===== config.mk =====
export PLATFORM = sky130hd
export DESIGN_NAME = demux_channel_sequencer
export DESIGN_NICKNAME = d
export VERILOG_FILES = /design/src/rtl/demux_channel_sequencer.sv
export SDC_FILE = /design/constraint.sdc
export NUM_CORES = 1
export LEC_CHECK = 0
export BUFFER_PORTS_ARGS = -buffer_cell sky130_fd_sc_hd__buf_2
export CAP_MARGIN = 20
export CORE_MARGIN = 2
export CORE_UTILIZATION = 52
export DETAILED_ROUTE_END_ITERATION = 16
export GPL_TIMING_DRIVEN = 1
export MAX_ROUTING_LAYER = met4
export PLACE_DENSITY = 0.74
export SYNTH_ARGS = -nofsm -noshare
export SYNTH_HDL_FRONTEND = slang
export SYNTH_SLANG_ARGS = --single-unit

===== constraint.sdc =====
create_clock -name Clock -period 2.2 [get_ports Clock]
set_input_delay 0.44 -clock Clock [delete_from_list [all_inputs] [get_ports Clock]]
set_output_delay 0.44 -clock Clock [all_outputs]
set_load 0.1 [all_outputs]

===== src/rtl/demux_channel_sequencer.sv =====
// demux_channel_sequencer
// Drives the A/S0/S1/Enable inputs of a 1-to-4 demux. Each request goes through
// select setup, an enable pulse of DWELL_CYCLES and a gap of GAP_CYCLES, so the
// selects and data are never changed while Enable is high.
// Optional build macro DEMUX_SCAN_EN: while idle with no request pending, the
// sequencer refreshes each demux output in turn from a per-channel shadow copy.
//
// state | meaning
// ------+------------------------------------------------------------
// IDLE  | waiting for a request (or a scan slot); ReqReady high
// SETUP | one cycle; selects and data are loaded onto A/S0/S1
// DRIVE | Enable high for DWELL_CYCLES cycles; A/S0/S1 frozen
// GAP   | Enable low for GAP_CYCLES cycles; Done in first cycle only

module demux_channel_sequencer #(
    parameter int DWELL_CYCLES = 4,
    parameter int GAP_CYCLES   = 1
) (
    input  logic       Clock,
    input  logic       Reset,
    input  logic       ReqValid,
    input  logic [1:0] ReqChannel,
    input  logic       ReqData,
    output logic       ReqReady,
    output logic       A,
    output logic       S0,
    output logic       S1,
    output logic       Enable,
    output logic       Busy,
    output logic       Done
);

    typedef enum logic [1:0] {
        ST_IDLE  = 2'd0,
        ST_SETUP = 2'd1,
        ST_DRIVE = 2'd2,
        ST_GAP   = 2'd3
    } state_t;

    localparam logic [7:0] DWELL_LOAD = 8'(DWELL_CYCLES - 1);
    localparam logic [7:0] GAP_LOAD   = 8'(GAP_CYCLES - 1);

    state_t     state;
    state_t     state_next;
    logic [7:0] cnt;
    logic [1:0] lat_ch;
    logic       lat_data;
    logic       start_req;
    logic       start_scan;
    logic       scan_active;
    logic       start;

    logic       a_nxt;
    logic       s0_nxt;
    logic       s1_nxt;
    logic       en_nxt;
    logic       busy_nxt;
    logic       done_nxt;

    assign ReqReady  = (state == ST_IDLE) && !Reset;
    assign start_req = ReqReady && ReqValid;
    assign start     = start_req || start_scan;

`ifdef DEMUX_SCAN_EN
    logic [3:0] shadow;
    logic [1:0] scan_ptr;

    // A request always wins; a scan only fills otherwise idle cycles.
    assign start_scan = ReqReady && !ReqValid;

    // Shadow copy of each channel's last written data, plus round-robin scan pointer.
    always_ff @(posedge Clock) begin
        if (Reset) begin
            shadow      <= 4'b0000;
            scan_ptr    <= 2'd0;
            scan_active <= 1'b0;
        end else begin
            if (start_req) begin
                shadow[ReqChannel] <= ReqData;
                scan_active        <= 1'b0;
            end else if (start_scan) begin
                scan_active <= 1'b1;
            end
            if (state == ST_DRIVE && cnt == 8'd0 && scan_active) begin
                scan_ptr <= scan_ptr + 2'd1;
            end
        end
    end
`else
    assign start_scan  = 1'b0;
    assign scan_active = 1'b0;
`endif

    // State register.
    always_ff @(posedge Clock) begin
        if (Reset) begin
            state <= ST_IDLE;
        end else begin
            state <= state_next;
        end
    end

    // Next-state logic; DRIVE and GAP leave when their down-counter reaches zero.
    always_comb begin
        state_next = state;
        case (state)
            ST_IDLE:  if (start) state_next = ST_SETUP;
            ST_SETUP: state_next = ST_DRIVE;
            ST_DRIVE: if (cnt == 8'd0) state_next = ST_GAP;
            ST_GAP:   if (cnt == 8'd0) state_next = ST_IDLE;
            default:  state_next = ST_IDLE;
        endcase
    end

    // Dwell/gap down-counter and the transaction latch.
    always_ff @(posedge Clock) begin
        if (Reset) begin
            cnt      <= 8'd0;
            lat_ch   <= 2'd0;
            lat_data <= 1'b0;
        end else begin
            case (state)
                ST_SETUP: cnt <= DWELL_LOAD;
                ST_DRIVE: cnt <= (cnt == 8'd0) ? GAP_LOAD : cnt - 8'd1;
                ST_GAP:   cnt <= (cnt == 8'd0) ? 8'd0 : cnt - 8'd1;
                default:  cnt <= 8'd0;
            endcase
            if (start_req) begin
                lat_ch   <= ReqChannel;
                lat_data <= ReqData;
            end
`ifdef DEMUX_SCAN_EN
            else if (start_scan) begin
                lat_ch   <= scan_ptr;
                lat_data <= shadow[scan_ptr];
            end
`endif
        end
    end

    // Output logic: next values of the registered demux controls.
    always_comb begin
        a_nxt    = A;
        s0_nxt   = S0;
        s1_nxt   = S1;
        en_nxt   = (state == ST_DRIVE);
        busy_nxt = (state_next != ST_IDLE);
        done_nxt = (state == ST_GAP) && (cnt == GAP_LOAD) && !scan_active;
        if (state == ST_SETUP) begin
            a_nxt  = lat_data;
            s0_nxt = lat_ch[0];
            s1_nxt = lat_ch[1];
        end
    end

    // Output registers; outputs lag the state by one cycle so selects settle before Enable.
    always_ff @(posedge Clock) begin
        if (Reset) begin
            A      <= 1'b0;
            S0     <= 1'b0;
            S1     <= 1'b0;
            Enable <= 1'b0;
            Busy   <= 1'b0;
            Done   <= 1'b0;
        end else begin
            A      <= a_nxt;
            S0     <= s0_nxt;
            S1     <= s1_nxt;
            Enable <= en_nxt;
            Busy   <= busy_nxt;
            Done   <= done_nxt;
        end
    end

endmodule


# --- Word level (Yosys, flattened, before mapping) ---
# Cells that the tools add are included.
totals:
  ram_bits: 0
  word_cells: 28
  latchBits: 0
  memories: 0
  rom_bits: 0
  regBits: 19
  output_inout_bits: 7
  input_bits: 6
classes:
  reduce_logical: 8
  n_lt_le_gt_ge: 0
  multipliers: 0
  addsub: 1
  n_eq_ne: 3
  n_mux: 6
  bitwise: 0
  div: 0
  n_shift: 0
op_table:
  columns: ["cell", "count"]
  rows:
  - ["case mux 8 bit (2 select lines)", 1]
  - ["zero test 8 bit", 1]
  - ["two-way mux 8 bit", 1]
  - ["case mux 2 bit (4 select lines)", 1]
  - ["subtractor 8 x 1 -> 8 bit (second input constant)", 1]
  - ["two-way mux 2 bit", 3]
  - ["== test 2 bit (second input constant)", 2]
  - ["logical AND 1 bit", 3]
  - ["== test 2 x 1 -> 1 bit (second input constant)", 1]
  - ["zero test 2 bit", 1]
  - ["nonzero test 2 bit", 1]
  - ["OR reduction 2 bit", 1]
  - ["zero test 1 bit", 1]

# --- Logic depth before layout (Yosys ltp) ---
# Gate-level depths: netlist (run 1).
logic_depth:
  word_depth: 6
  depth_mapped: 6
  mapped_depth_nobuf: 5

# --- Worst setup path before layout (run 1) ---
# Ideal clock, no wire load.
synth_timing:
  path_type: "input port to output port"
  from: "in Reset"
  to: "out ReqReady"
  t_required_ns: 1.760
  path_buffers: 1
  t_arrival_ns: 2.660
  setup_slack_ns: -0.900
  path_stages: 2
  path_cell_list: "clkbuf_1 nor3_1"
synth_via:
  elab_chain_cells: 2
synth_rtl:
  columns: ["item", "line", "rtl"]
  rows:
  - ["start: declaration", "20", "input logic Reset,"]
  - ["zero test 1 bit", "60", "assign ReqReady = (state == ST_IDLE) && !Reset;"]
  - ["logical AND 1 bit", "60", null]
  - ["end: declaration", "24", "output logic ReqReady,"]
# Every way passes these cells.

# --- Final worst setup path (run 1) ---
layout_timing:
  from: "reg state[1]"
  to: "out ReqReady"
layout_via:
  elab_chain_cells: 2
layout_rtl:
  columns: ["item", "line", "rtl"]
  rows:
  - ["start: declaration", "43", "state_t state;"]
  - ["start signal: assignment", "99", "state <= state_next;"]
  - ["zero test 2 bit", "60", null]
  - ["logical AND 1 bit", "60", null]
# Every way passes these cells.

==> impl_results.md, run 1 <==
- Wire per inst: 11.9 µm
- Number of primary I/O pins: 13
- Hold Startpoint: ReqData
- RePlAce Congestion: 0.776
- Placement-stage cell area: 887 µm²
- Total count of hold-check failures in the final report: 0
- Static leakage power: 0.000411 µW
- Global-route track usage on met3: 0.0625
- Number of clock buffers inserted by TritonCTS: 3
- Maximum capacitance violations: 0
- Achievable clock frequency: 552 MHz
- Proportion of synthesized flip-flops having asynchronous set or reset: 0
- Effective utilization at floorplan: 0.545
- Share of post-route cells with drive strength above 1: 0.178
- Number of enable flip-flop cells after synthesis: 0
- Post-CTS Repair Setup Buffers: 0
- Maximum number of pins on one net before global-route repair: 16
- Result of the run: finished, final reports clean
- Clock H-tree levels: 1
- Via count: between 600 and 700
- Residual DRC: 0
- Die X: 43.5 µm
- Share of the yosys chip area belonging to registers: 0.468
- Post-detailed-route count of antenna-violating nets: 0
- Final Routed Wirelength: between 1000 and 1500 µm
- GRT Max-Usage Layer: met2
- Number of global-route vias before repair: around 600
- CP peak stage delay: around 0.44 ns
- Reg2Reg Capture Point: state[0]$_SDFF_PP0_
- Post-synth design cell area: 812 µm²
- First-pass GRT wire length: approximately 2500 µm
- Net load switching power: roughly 340 µW
- TritonCTS sink count: 19
- Global Route Usage Sum: 0.183
- Die ar.: 1890 µm²
- Count of input and output buffers: 12
- Sw Share: 0.378
- Hold Path Depth: 3
- Total inserted antenna cells: 0
- Transition time at the pin with the least slew margin: between 0.5 and 0.6 ns
- Detailed-route vias per instance: 5.62
- P&R area growth vs syn: 12.5%
- CP cell instances: nor3_4 -> buf_2
- Critical path launch point type: register
- Reg clk slew, reported paths: 0.11 ns
- YS warnings: 0
- Worst Path Arrival: 1.37 ns
- Cells taking the most area after synthesis: sky130_fd_sc_hd__dfxtp_1 (47%), sky130_fd_sc_hd__mux2i_1 (4.9%), sky130_fd_sc_hd__nand2b_1 (3.9%), sky130_fd_sc_hd__nor3_1 (3.7%), sky130_fd_sc_hd__nor2_1 (3.7%)
- Critical R2R Launch: cnt[0]$_SDFF_PP0_
- Time the worst path needs with I/O delays and setup: 1.81 ns
- Worst reg-to-reg setup slack: 0.43 ns
- Remaining global-route overflow: 0
- Initial drt markers: 2
- CTS hold repair buffers: 0
- Commonest cells after routing, fill and taps aside: sky130_fd_sc_hd__dfxtp_1 (19), sky130_fd_sc_hd__buf_2 (12), sky130_fd_sc_hd__nor2_1 (8), sky130_fd_sc_hd__nand2_1 (6)
- Kind of cell with the highest combined delay on the critical path: buffers and inverters
- Number of distinct standard cells referenced by the synthesized netlist: 27
- Worst Setup Path Type: register to output pin
- Die Height: approximately 44 µm
- Final-report setup violation count: 0
- Clock tree from TritonCTS: built
- CP Buf/Inv Count: 1
- Clock network latency to the later pin of the worst-skew pair: 0.30 ns
- Commonest non-fill, non-tap cell in the layout: sky130_fd_sc_hd__dfxtp_1
- Number of nets in the finished design: 110
- Hold endpoint: lat_data$_SDFFE_PP0P_
- Power per cell area: 978 nW/µm²
- Synth Net Count: 98
- Combinational fraction of design power: 0.339
- Clock network power share: 0.193
- Main flop type after synthesis: sky130_fd_sc_hd__dfxtp_1
- Post-synthesis area per instance: 9.02 µm²
- Share of the cycle needed by the critical path after routing: 0.823
- Class of the most critical hold timing path: primary input to register
- Yosys top cell by area: sky130_fd_sc_hd__dfxtp_1
- Initial antenna violation count: 0
- Flop pwr share: 0.467
- Setup repair after global routing missed its margin: false
- Internal power consumption: approximately 560 µW
- Area of the placeable core: 1490 µm²
- Number of detailed-route iterations in the first pass: 4
- Category of the worst setup path capture point: output pin
- Row count: 14
- Grt met2 use: 0.290
- Max-slew headroom: 0.642
- Clock Path Buffers: 2
- VDD IR max: 525 µV
- Cells on worst reg2reg path: 5
- Final HPWL DP: 1050 µm
- Number of cells on the critical path: 2
- CP max stage cell: sky130_fd_sc_hd__buf_2
- Setup TNS: 0 ns
- Register bit count reported by yosys: 19
- Critical path required time: roughly 1.8 ns
- Area of all placed cells without fillers: 913 µm²
- Critical-path maximum fanout: 10
- Met1 layer usage reported by global route: 0.228
- Library cell used as clock root buffer: sky130_fd_sc_hd__clkbuf_4
- # resized after CTS: 0
- Area share of the largest cell type after synthesis: 0.468
- Count of mapped cells out of synthesis: 90
- Fin. max-slew vios: 0
- Worst Skew: about 0.0085 ns
[metrics by stage]
| stage | power (µW) | hold WS (ns) | utilization | std cells | setup WS [ns] |
|---|---|---|---|---|---|
| floorplan | 684 | 0.448 | - | 90 | 0.359 |
| CTS | 901 | 0.337 | 0.613 | 117 | 0.385 |
| global placement | 725 | 0.465 | 0.596 | 113 | 0.493 |
| detailed placement | 729 | 0.462 | 0.596 | 113 | 0.446 |
| global route | 953 | 0.352 | 0.613 | 117 | 0.321 |
| finish | 893 | 0.341 | 0.613 | 117 | 0.389 |
[area by class of cell]
cell class                 instances  area (µm²)
clock buffer                       4        26.3
sequential                        19         380
tap                               16        20.0
multi-input combinational         62         408
inverter                           3        11.3
timing repair buffer              13        67.6
fill                             134         576
[logic make-up after synthesis]
kind of cell             share of synthesized area
XOR/XNOR                                    0.0108
adder cells (fa/ha/maj)                     0.0308
AND/OR/NAND/NOR                              0.251
AO/OA/AOI/OAI                                0.146
flip-flops                                   0.468
multiplexers                                0.0493
buffers and inverters                       0.0431
[layer usage]
metal / up-vias / share of wire
li1: 343 / -
met1: 300 / 0.46
met2: 13 / 0.49
met3: 2 / 0.040
met4: 0 / 0.0072
met5: - / 0
[how the worst max path moves through the flow]
stage | endpoint | slack [ns] | start
2_1_floorplan | ReqReady | 0.36 | Reset
3_3_place_gp | state[0]$_SDFF_PP0_ | 0.49 | cnt[0]$_SDFF_PP0_
3_5_place_dp | state[0]$_SDFF_PP0_ | 0.45 | cnt[0]$_SDFF_PP0_
4_1_cts | ReqReady | 0.39 | state[1]$_SDFF_PP0_
5_1_grt | state[0]$_SDFF_PP0_ | 0.32 | cnt[0]$_SDFF_PP0_
6_report | ReqReady | 0.39 | state[1]$_SDFF_PP0_
[power groups by stage]
| stage | Clock [µW] | Combinational (µW) | Sequential, µW |
|---|---|---|---|
| 4_1_cts | 179 | 304 | 418 |
| 3_3_place_gp | 0 | 302 | 423 |
| 3_5_place_dp | 0 | 303 | 426 |
| 2_1_floorplan | 0 | 224 | 460 |
| 5_1_grt | 192 | 338 | 424 |
| 6_report | 173 | 303 | 417 |
[state kept, by name (all words and copies together), names as in the netlist]
register and flops:
state 2, Enable 1, cnt 8, S0 1, lat_data 1, A 1, lat_ch 2, Busy 1
Done 1, S1 1
[worst reg2reg max path: stages, from the launching register on]
cell	delay, ns
sky130_fd_sc_hd__dfxtp_1	0.33
sky130_fd_sc_hd__inv_1	0.10
sky130_fd_sc_hd__ha_1	0.16
sky130_fd_sc_hd__or4b_1	0.56
sky130_fd_sc_hd__o211a_1	0.27
sky130_fd_sc_hd__a211o_1	0.25
[Yosys cell counts, types with 3 or more instances]
| master | n |
|---|---|
| sky130_fd_sc_hd__inv_1 | 3 |
| sky130_fd_sc_hd__nor3_1 | 6 |
| sky130_fd_sc_hd__nor2_1 | 8 |
| sky130_fd_sc_hd__o21ai_0 | 5 |
| sky130_fd_sc_hd__nand2b_1 | 5 |
| sky130_fd_sc_hd__mux2i_1 | 4 |
| sky130_fd_sc_hd__clkbuf_1 | 5 |
| sky130_fd_sc_hd__dfxtp_1 | 19 |
| sky130_fd_sc_hd__a21oi_1 | 5 |
| sky130_fd_sc_hd__nand2_1 | 6 |
(Power assumes the default switching activity.)
==> run 2: changes to the inputs <==
--- a/config.mk
+++ b/config.mk
@@ -5,6 +5,7 @@
 export SDC_FILE = /design/constraint.sdc
 export NUM_CORES = 1
 export LEC_CHECK = 0
+export ABC_AREA = 1
 export BUFFER_PORTS_ARGS = -buffer_cell sky130_fd_sc_hd__buf_2
 export CAP_MARGIN = 20
 export CORE_MARGIN = 2
==> constraint.sdc (replaced) <==
create_clock -name Clock -period 1.8 [get_ports Clock]
set_input_delay 0.36 -clock Clock [delete_from_list [all_inputs] [get_ports Clock]]
set_output_delay 0.36 -clock Clock [all_outputs]
set_load 0.1 [all_outputs]
==> impl_results.md, run 2 <==
- Result of the run: finished, final reports clean
- Power per cell area: 1980 nW/µm² (+100%)
- Setup repair after global routing missed its margin: false
- Final HPWL DP: 1070 µm (+1.5%)
- Register bit count reported by yosys: 19 (unchanged)
- Post-synthesis share of cell area spent on full adders, half adders and majority gates: 0.0317 (+0.000879)
- Post-synthesis area per instance: 7.82 µm² (-13%)
- Row count: 14 (unchanged)
- Count of input and output buffers: 12 (unchanged)
- Clock Path Buffers: 2 (unchanged)
- Static leakage power: 0.000484 µW (+18%)
- Leading registers by flop count: cnt (8), lat_ch (2), state (2)
- RePlAce Congestion: 0.746 (-3.8%)
- Fraction of the mapped netlist area in compound gates: 0.0586 (-0.0877)
- Most flops, register: cnt
- Final-report setup violation count: 0 (unchanged)
- Area of the placeable core: 1470 µm² (-1.2%)
- Multiplexer share of the synthesized area: 0 (-0.0493)
- Placement-stage cell area: 873 µm² (-1.6%)
- Clock H-tree levels: 1 (unchanged)
- Die X: 43.0 µm (-1.3%)
- Max-slew headroom: 0.676 (+0.0342)
- Total count of hold-check failures in the final report: 0 (unchanged)
- Time the worst path needs with I/O delays and setup: around 1.6 ns
- Initial drt markers: 13 (+11)
- Max FFs per register: 8 (unchanged)
- TritonCTS sink count: 19 (unchanged)
- Category of the worst setup path capture point: output pin
- Class of the most critical hold timing path: primary input to register
- Number of clock buffers inserted by TritonCTS: 3 (unchanged)
- Die Height: 43.0 µm (-1.3%)
- Proportion of synthesized flip-flops having asynchronous set or reset: 0 (unchanged)
- Remaining global-route overflow: 0 (unchanged)
- Initial antenna violation count: 0 (unchanged)
- Share of the synthesized netlist area taken by xor and xnor gates: 0.0333 (+0.0225)
- Number of primary I/O pins: 13 (unchanged)
- Number of enable flip-flop cells after synthesis: 0 (unchanged)
- Area of all placed cells without fillers: 900 µm² (-1.5%)
- Setup TNS: 0 ns (unchanged)
- Commonest non-fill, non-tap cell in the layout: sky130_fd_sc_hd__nand2_1
- Worst Setup Path Type: register to output pin
- Share of post-route cells with drive strength above 1: 0.207 (+0.0287)
- Number of nets in the finished design: 125 (+14%)
- Post-Synth Simple-Gate Area: 0.314 (+0.0626)
- Library cell used as clock root buffer: sky130_fd_sc_hd__clkbuf_4
- Transition time at the pin with the least slew margin: 0.489 ns (-0.0405 ns)
- Worst Skew: 0.00500 ns (-0.00349 ns)
- Die ar.: 1850 µm² (-2.5%)
- Global Route Usage Sum: 0.174 (-0.00880)
- Fin. max-slew vios: 0 (unchanged)
- First-pass GRT wire length: 2240 µm (-12%)
- Post-detailed-route count of antenna-violating nets: 0 (unchanged)
- Most instantiated library cell after synthesis: sky130_fd_sc_hd__nand2_1
- Clock network latency to the later pin of the worst-skew pair: 0.30 ns (about the same)
- Detailed-route vias per instance: 4.77 (-15%)
- Share of the cycle needed by the critical path after routing: 0.876
- Fill cell total of the finished layout: 142 (+6.0%)
- Critical path launch point type: register
- YS warnings: 0 (unchanged)
- Count of mapped cells out of synthesis: 101 (+12%)
- P&R area growth vs syn: 13.9%
- Maximum capacitance violations: 0 (unchanged)
- Reg clk slew, reported paths: 0.10 ns (about the same)
- Post-synth design cell area: 790 µm² (-2.8%)
- Worst Path Arrival: 1.22 ns (-0.15 ns)
- Achievable clock frequency: between 600 and 700 MHz
- Number of distinct standard cells referenced by the synthesized netlist: 19 (-30%)
- Main combinational cell family by area after synthesis: simple AND/OR/NAND/NOR gates
- # resized after CTS: 0 (unchanged)
- VDD IR max: 961 µV (+83%)
- CTS hold repair buffers: 0 (unchanged)
- Number of detailed-route iterations in the first pass: 4 (unchanged)
- Via count: 630 (-4.3%)
- Commonest cells after routing, fill and taps aside: sky130_fd_sc_hd__nand2_1 (21), sky130_fd_sc_hd__dfxtp_1 (19), sky130_fd_sc_hd__nor2_1 (18), sky130_fd_sc_hd__inv_1 (12)
- Cells taking the most area after synthesis: sky130_fd_sc_hd__dfxtp_1 (48%), sky130_fd_sc_hd__nand2_1 (10%), sky130_fd_sc_hd__nor2_1 (8.6%), sky130_fd_sc_hd__nand3_1 (7.0%), sky130_fd_sc_hd__inv_1 (5.7%)
- Post-CTS Repair Setup Buffers: 0 (unchanged)
- Maximum number of pins on one net before global-route repair: 12 (-4)
- Residual DRC: 0 (unchanged)
- Wire per inst: 10.1 µm (-15%)
- Clock tree from TritonCTS: built
- Total inserted antenna cells: 0 (unchanged)
- Main flop type after synthesis: sky130_fd_sc_hd__dfxtp_1
- Number of global-route vias before repair: 562 (-4.3%)
- Share of the yosys chip area belonging to registers: 0.482 (+0.0134)
- Effective utilization at floorplan: 0.537 (-0.00881)
- Critical path required time: 1.44 ns (-0.32 ns)
- Area share of the largest cell type after synthesis: 0.482 (+0.0134)
- Yosys top cell by area: sky130_fd_sc_hd__dfxtp_1
- Critical-path maximum fanout: 5 (-5)
- Synth Net Count: 109 (+11%)
- Commonest cells in the netlist: sky130_fd_sc_hd__nand2_1 (21), sky130_fd_sc_hd__dfxtp_1 (19), sky130_fd_sc_hd__nor2_1 (18), sky130_fd_sc_hd__inv_1 (12), sky130_fd_sc_hd__nand3_1 (11)
- Final Routed Wirelength: 1340 µm (-4.4%)
## run 2: routing by layer
layer / routed length, µm / global-route usage / up-vias
met5: 0 / - / -
met4: 33 / 0.0970 / 0
met3: 74 / 0.0723 / 5
met2: 604 / 0.261 / 14
met1: 623 / 0.195 / 270
li1: - / - / 341
## run 2: where the power goes
part,total (µW),internal (µW),switching (µW)
Clock,212,86.3,125
Combinational,975,258,717
Sequential,595,530,64.5
## run 2: final timing paths
path                             from                endpoint  slack [ns]  depth (start not counted)
hold reg to reg     cnt[0]$_SDFF_PP0_       cnt[0]$_SDFF_PP0_        0.44                          1
setup / recovery  state[1]$_SDFF_PP0_                ReqReady        0.22                          2
hold / removal          ReqChannel[0]  lat_ch[0]$_SDFFE_PP0P_        0.28                          3
setup reg to reg    cnt[0]$_SDFF_PP0_     state[0]$_SDFF_PP0_        0.45                          7
## run 2: critical path, cell delays in order (launching register included)
cell,delay [ns]
sky130_fd_sc_hd__dfxtp_1,0.37
sky130_fd_sc_hd__nor3_4,0.33
sky130_fd_sc_hd__buf_12,0.22
## run 2: cells by family after synthesis
family,count (synthesis)
fa+ha+maj,2
xor+xnor,3
compound gates,7
buf+inv,15
flops,19
simple gates,55
## run 2: stage by stage
stage	cells	total power [µW]	hold slack, ns	worst slack, ns	util
finish	132	1780	0.284	0.223	0.611
floorplan	101	1420	0.413	0.147	-
CTS	132	1810	0.282	0.209	0.611
detailed placement	128	1590	0.432	0.446	0.594
global route	132	1920	0.297	0.146	0.611
global placement	128	1560	0.428	0.482	0.594
## run 2: cell type report
class                   count  area [µm²]  share of cell area
clock buffers               4        26.3              0.0292
well taps                  16        20.0              0.0223
repair buffers             12        75.1              0.0834
multi-input cells          67         345               0.384
flip-flops and latches     19         380               0.423
inverters                  14        52.6              0.0584
